==> src/rtl/addsub19_arbiter.sv <==
// Round-robin arbiter sharing one 19-bit carry-lookahead add/sub unit among four requesters.
// Results land in a one-deep output register with backpressure, tagged with the requester id.

module cla19 #(
   parameter int WIDTH = 19
) (
   input  logic [WIDTH-1:0] a,
   input  logic [WIDTH-1:0] b,
   input  logic             cin,
   output logic [WIDTH-1:0] sum
);
   localparam int GRP = 4;
   localparam int NG  = (WIDTH + GRP - 1) / GRP;

   logic [WIDTH-1:0] p, g;
   logic [NG-1:0]    gg, pg;
   logic [NG:0]      gc;

   assign p = a ^ b;
   assign g = a & b;

   // Group generate/propagate, then a lookahead carry across groups.
   always_comb begin
      gg = '0;
      pg = '0;
      gc = '0;
      gc[0] = cin;
      for (int k = 0; k < NG; k++) begin
         pg[k] = 1'b1;
         for (int j = 0; j < GRP; j++) begin
            if (k * GRP + j < WIDTH) begin
               gg[k] = g[k*GRP+j] | (p[k*GRP+j] & gg[k]);
               pg[k] = pg[k] & p[k*GRP+j];
            end
         end
         gc[k+1] = gg[k] | (pg[k] & gc[k]);
      end
   end

   always_comb begin : sum_gen
      logic cy;
      sum = '0;
      cy  = 1'b0;
      for (int k = 0; k < NG; k++) begin
         cy = gc[k];
         for (int j = 0; j < GRP; j++) begin
            if (k * GRP + j < WIDTH) begin
               sum[k*GRP+j] = p[k*GRP+j] ^ cy;
               cy = g[k*GRP+j] | (p[k*GRP+j] & cy);
            end
         end
      end
   end
endmodule

module addsub19_arbiter (
   input  logic        clk,
   input  logic        rst,
   input  logic [3:0]  req_valid,
   input  logic [75:0] req_a,
   input  logic [75:0] req_b,
   input  logic [3:0]  req_sub,
   output logic [3:0]  req_ready,
   output logic        rsp_valid,
   output logic [18:0] rsp_data,
   output logic [1:0]  rsp_id,
   input  logic        rsp_ready,
   output logic [15:0] op_count
);
   localparam int WIDTH = 19;
   localparam int NREQ  = 4;

   logic [1:0]       ptr;
   logic [NREQ-1:0]  gnt;
   logic [1:0]       gnt_id;
   logic             found;
   logic [1:0]       idx;
   logic             can_accept;
   logic             req_fire;
   logic             rsp_fire;
   logic [WIDTH-1:0] a_sel, b_sel, b_eff, sum;
   logic             sub_sel;

   // First valid requester starting at ptr and wrapping.
   always_comb begin
      gnt    = '0;
      gnt_id = '0;
      found  = 1'b0;
      idx    = '0;
      for (int k = 0; k < NREQ; k++) begin
         idx = ptr + 2'(k);
         if (!found && req_valid[idx]) begin
            found       = 1'b1;
            gnt[idx]    = 1'b1;
            gnt_id      = idx;
         end
      end
   end

   assign can_accept = !rsp_valid || rsp_ready;
   assign req_ready  = gnt & {NREQ{can_accept & ~rst}};
   assign req_fire   = |(req_valid & req_ready);
   assign rsp_fire   = rsp_valid & rsp_ready;

   assign a_sel   = req_a[gnt_id*WIDTH +: WIDTH];
   assign b_sel   = req_b[gnt_id*WIDTH +: WIDTH];
   assign sub_sel = req_sub[gnt_id];
   assign b_eff   = b_sel ^ {WIDTH{sub_sel}};

   cla19 #(.WIDTH(WIDTH)) u_cla19 (
      .a   (a_sel),
      .b   (b_eff),
      .cin (sub_sel),
      .sum (sum)
   );

   always_ff @(posedge clk) begin
      if (rst) begin
         rsp_valid <= 1'b0;
         rsp_data  <= '0;
         rsp_id    <= '0;
         ptr       <= '0;
         op_count  <= '0;
      end else begin
         // A new accept overrides the drain so back-to-back ops keep rsp_valid high.
         if (req_fire) begin
            rsp_valid <= 1'b1;
            rsp_data  <= sum;
            rsp_id    <= gnt_id;
            ptr       <= gnt_id + 2'd1;
         end else if (rsp_fire) begin
            rsp_valid <= 1'b0;
         end
         if (rsp_fire) begin
            op_count <= op_count + 16'd1;
         end
      end
   end
endmodule

==> config.mk <==
export PLATFORM = sky130hd
export DESIGN_NAME = addsub19_arbiter
export DESIGN_NICKNAME = d
export VERILOG_FILES = /design/src/rtl/addsub19_arbiter.sv
export SDC_FILE = /design/constraint.sdc
export NUM_CORES = 1
export LEC_CHECK = 0
export ABC_CLOCK_PERIOD_IN_PS = 18370
export CAP_MARGIN = 25
export CORE_ASPECT_RATIO = 0.7
export CORE_MARGIN = 2
export CORE_UTILIZATION = 40
export DETAILED_ROUTE_END_ITERATION = 8
export GPL_ROUTABILITY_DRIVEN = 0
export PLACE_DENSITY = 0.77
export RECOVER_POWER = 50
export SLEW_MARGIN = 25
export SYNTH_ARGS = -nofsm -noshare
export SYNTH_HDL_FRONTEND = slang
export SYNTH_SLANG_ARGS = --single-unit
==> constraint.sdc <==
create_clock -name clk -period 18.37 [get_ports clk]
set_input_delay 3.674 -clock clk [delete_from_list [all_inputs] [get_ports clk]]
set_output_delay 3.674 -clock clk [all_outputs]
set_load 0.02 [all_outputs]
# Word level (Yosys, flattened, before mapping)
# Index checks and enable logic that the tools add are counted.
dict set report word_totals {
  reg_bits 40
  inputBits 163
}
dict set report op_classes {
  n_bitwise 102
  n_mul 1
  n_shift 2
  muxes 31
  add_sub_neg 5
  n_lt_le_gt_ge 9
  reduce_logical 14
}
# op n
set ops {}
lappend ops {{indexed part select 76 x 8 -> 19 bit} 2}
lappend ops {{AND 1 bit} 44}
lappend ops {{bitwise XOR 19 bit} 2}
lappend ops {{bitwise OR 1 bit} 30}
lappend ops {{bitwise XOR 1 bit} 19}
lappend ops {{AND 18 bit} 1}
lappend ops {{adder 16 x 1 -> 16 bit (second input constant)} 1}
lappend ops {{two-way mux 4 bit} 4}
lappend ops {{less-than comparator 2 x 3 -> 1 bit (second input constant)} 5}
lappend ops {{two-way mux 1 bit} 14}
lappend ops {{bitwise OR 4 bit} 3}
lappend ops {{binary-select mux 1 bit (select 2 bit)} 5}
lappend ops {{AND 4 bit} 2}
lappend ops {{demux 1 bit (select 2 bit)} 4}
lappend ops {{>= comparator 2 x 1 -> 1 bit (second input constant)} 4}
lappend ops {{two-way mux 2 bit} 4}
lappend ops {{logical AND 1 bit} 7}
lappend ops {{multiplier 2 x 5 -> 7 bit (second input constant)} 1}
lappend ops {{adder 2 x 1 -> 2 bit (second input constant)} 2}
lappend ops {{adder 2 bit (second input constant)} 2}
lappend ops {{logical NOT 1 bit} 4}
lappend ops {{OR reduction 4 bit} 1}
lappend ops {{nonzero test 2 bit} 1}
lappend ops {{logical OR 1 bit} 1}
lappend ops {{NOT 1 bit} 1}

# Longest topological paths before layout
dict set report depth {
  depth_word 34
  ltp_mapped 28
}

# By module
# A second synthesis with hierarchy kept.
dict set report unflattened {
  cells_unflattened 530
  area_unflattened_um2 4942.2
}
# module area_per_inst_um2 instances cells_each
set modules_own_cells {}
lappend modules_own_cells {addsub19_arbiter 4229.1 1 461}
lappend modules_own_cells {cla19 713.2 1 69}

# Least setup slack after synthesis
# No wires, ideal clock.
dict set report synth_timing {
  kind {input port to output port}
  start {in req_valid[2]}
  end {out req_ready[2]}
  slack_ps 9509
  path_stages 7
  t_arrival_ps 5187
  path_cell_list {clkbuf_1 -> mux4_2 -> nor2b_1 -> a22oi_1 -> o21ai_0 -> a21oi_1 -> nor2_1}
}
dict set report synth_between {
  elab_chain_cells 13
  word_cells_on_any_way 25
  classes_between {mux: 15; bitwise: 4; reduce/logical: 6}
}
# element line_no
set synth_rtl {}
lappend synth_rtl {{from (decl)} 59} ;# input logic [3:0] req_valid,
lappend synth_rtl {{binary-select mux 1 bit (select 2 bit)} 92} ;# if (!found && req_valid[idx]) begin
lappend synth_rtl {{two-way mux 1 bit (not written as such)} 92}
lappend synth_rtl {{two-way mux 1 bit} 92}
lappend synth_rtl {{logical NOT 1 bit} 92}
lappend synth_rtl {{logical AND 1 bit} 92}
lappend synth_rtl {{two-way mux 1 bit} 92}
lappend synth_rtl {{logical NOT 1 bit} 92}
lappend synth_rtl {{logical AND 1 bit} 92}
lappend synth_rtl {{two-way mux 1 bit} 92}
lappend synth_rtl {{logical NOT 1 bit} 92}
lappend synth_rtl {{logical AND 1 bit} 92}
lappend synth_rtl {{two-way mux 4 bit (*)} 92}
lappend synth_rtl {{AND 4 bit (*)} 101} ;# assign req_ready = gnt & {NREQ{can_accept & ~rst}};
lappend synth_rtl {{to (decl)} 63} ;# output logic [3:0] req_ready,
# Every way passes the cells marked *; elsewhere a longest branch is shown, timed or not. The select of a mux whose other input is x is not followed.

# Worst setup path in the final report
dict set report layout_timing {
  start {in req_valid[3]}
  end {out req_ready[2]}
}
# The elaborated chain is that of the path after synthesis.

==> results.yml <==
sta:
  setup_viol: 0
  max_freq_mhz: 97.8
  skew_ns: 0.00234
  period_share: 0.556
  tightest_slew_ns: 1.79
  rsz0062_at_grt: "false"
  finalCriticalPeriod_ns: 10.22
  slew_violations: 42
  hold_violations: 0
  relSlewSlack: -0.191
  setup-tns-final_ns: 0
floorplanning:
  dieArea_sq_um: 12200
  rows: 32
  coreArea_sq_um: 11000
  initial_core_util: 0.410
  io_pins: 205
  fp.dieH_microns: 92.9
  die_w_microns: 131
critical_path:
  r2r_cells: 20
  reg2reg_slack_ns: 11.15
  startpoint_type: "primary input"
  endpoint_kind: "primary output"
  reg2reg_from: "ptr[0]"
  crit_fanout: 14
  r2r-end: "rsp_data[15]"
  cp.arrival_ns: 6.55
  criticalPathCategory: "in2out"
  cp.required_ns: 14.70
job:
  maxCapViolCount: 1
finish:
  layout-drive-gt1-share: 0.0823
  fin_nets: 867
  syn_to_final_growth_pct: 49.0
  fin_area_sq_um: 6730
  final_core_util: 0.611
  insertedDiodeCount: 0
placed_design:
  hpwl_microns: 10300
  placed_cell_area_sq_um: 6540
  port_buffers: 204
clock_tree:
  postCtsSetupBuffers: 0
  cts_made_buffers: 5
  clkTransAtPathRegs_ns: 0.06
  htreeDepth: 2
  clock-sinks: 40
  cts.path.max_buffers: 2
  cts-root-buf: "clkbuf_16"
  postCtsHoldBufs: 0
  cts_resized: 0
  cts_tree: "done"
  clk_latency_ns: 0.28
global_route:
  grt_first_pass_wirelength_microns: 19300
  grt_max_degree: 65
  overflow: 0
  first_global_vias: 3980
  grt_usage: 0.199
  antenna_found_initial: 0
outcome:
  status: "finished, violations left"
  violations: "max-capacitance violations, max-slew violations"
yosys:
  ys_ff_latch: 40
  synth_edf_count: 0
  syn-cell-area_sq_um: 4510
  synthCells: 487
  yosysWarnings: 0
  async_flop_share: 0
  ys_seq_area_frac: 0.177
  syn_avg_cell_area_sq_um: 9.27
  ys.flop_type: "dfxtp_1"
  synth.distinct_cells: 55
  syn-num-nets: 687
routing:
  firstDrtPassIters: 5
  finalWirelength_microns: 12500
  vias_per_cell: 5.05
  drtIter0Drc: 185
  vias: 4145
  wl_per_cell_microns: 15.2
  drtAntennaViolNets: 0
  drc_errors: 0
min_path:
  hold_class: "reg2reg"
  holdPathEnd: "op_count[15]"
  hold_depth: 2
  min_from: "op_count[15]"
[per-stage QoR]
| step | cells | setup WS [ns] | hold slack [ns] |
|---|---|---|---|
| detailed placement | 812 | 8.25 | 0.483 |
| finish | 821 | 8.15 | 0.483 |
| floorplan | 487 | 9.51 | 0.558 |
| CTS | 820 | 8.24 | 0.493 |
| global route | 821 | 7.99 | 0.517 |
| global placement | 812 | 8.36 | 0.471 |
[worst max path at each step]
stage	start	end	depth (start not counted)
2_1_floorplan	req_valid[2]	req_ready[2]	7
3_3_place_gp	req_valid[1]	req_ready[2]	8
3_5_place_dp	req_valid[1]	req_ready[2]	8
4_1_cts	req_valid[3]	req_ready[2]	8
5_1_grt	req_valid[3]	req_ready[2]	8
6_report	req_valid[3]	req_ready[2]	8
[metal layers]
| metal | wire length (microns) | track usage | part of all wire |
|---|---|---|---|
| met5 | 0 | 0 | 0 |
| met4 | 127 | 0.0301 | 0.010 |
| met3 | 738 | 0.0358 | 0.059 |
| met2 | 6120 | 0.345 | 0.49 |
| met1 | 5500 | 0.261 | 0.44 |
[state kept, by name, indices dropped and copies added (netlist names)]
| name | count |
|---|---|
| rsp_valid | 1 |
| rsp_id | 2 |
| op_count | 16 |
| rsp_data | 19 |
| ptr | 2 |
[logic make-up (layout without fill, tap and decap cells)]
group / count (synthesis) / count (layout) / share of synthesized area
mux: 126 / 126 / 0.297
simple gates: 110 / 110 / 0.120
compound gates: 73 / 73 / 0.110
buf+inv: 57 / 238 / 0.0754
xor+xnor: 44 / 44 / 0.0953
flops: 40 / 40 / 0.177
fa+ha+maj: 37 / 37 / 0.124
[placed cells by master (no fill, tap or decap), types with 7 or more instances in the layout]
cell               n
xor2_1            20
dlygate4sd3_1     34
mux2_2            25
mux2i_1           97
clkdlybuf4s50_1  170
xnor2_1           18
o21ai_0           11
nand2_1           12
a21o_1             8
a211oi_1          15
fa_1              13
a21oi_1           15
dfxtp_1           40
inv_1             21
a22oi_1            7
nor2_1            60
nand3_1            8
ha_1              24
[critical path, cell delays in order]
cell and delay [ns]:
clkdlybuf4s50_1 0.67, mux4_2 0.69, nor2b_1 0.33, a22oi_1 0.10, o21ai_0 0.30, a21oi_1 0.07
nor2_1 0.10, clkdlybuf4s50_1 0.61
[final cells by class]
class | instances | area (sq um)
clock buffer | 5 | 125
tap | 153 | 191
multi-input combinational | 390 | 3390
sequential | 40 | 801
clock inverter | 3 | 42.5
timing repair buffer | 209 | 2100
inverter | 21 | 78.8
fill | 913 | 4280
[Yosys cell counts, types with 5 or more instances]
library cell / n / area (sq um)
a211oi_1: 15 / 113
a21o_1: 8 / 60.1
a21oi_1: 15 / 75.1
a22oi_1: 7 / 52.6
buf_2: 7 / 35.0
buf_4: 7 / 52.6
buf_6: 7 / 78.8
clkbuf_1: 11 / 41.3
dfxtp_1: 40 / 801
fa_1: 13 / 260
ha_1: 24 / 300
inv_1: 21 / 78.8
mux2_2: 25 / 282
mux2i_1: 97 / 971
nand2_1: 12 / 45.0
nand3_1: 8 / 40.0
nand4_1: 5 / 31.3
nor2_1: 60 / 225
o21ai_0: 11 / 55.1
xnor2_1: 18 / 158
xor2_1: 20 / 175
xor2_2: 6 / 97.6
Power is not shown: default switching activity piles up to over one toggle a cycle in this logic, so the estimate is an artifact.
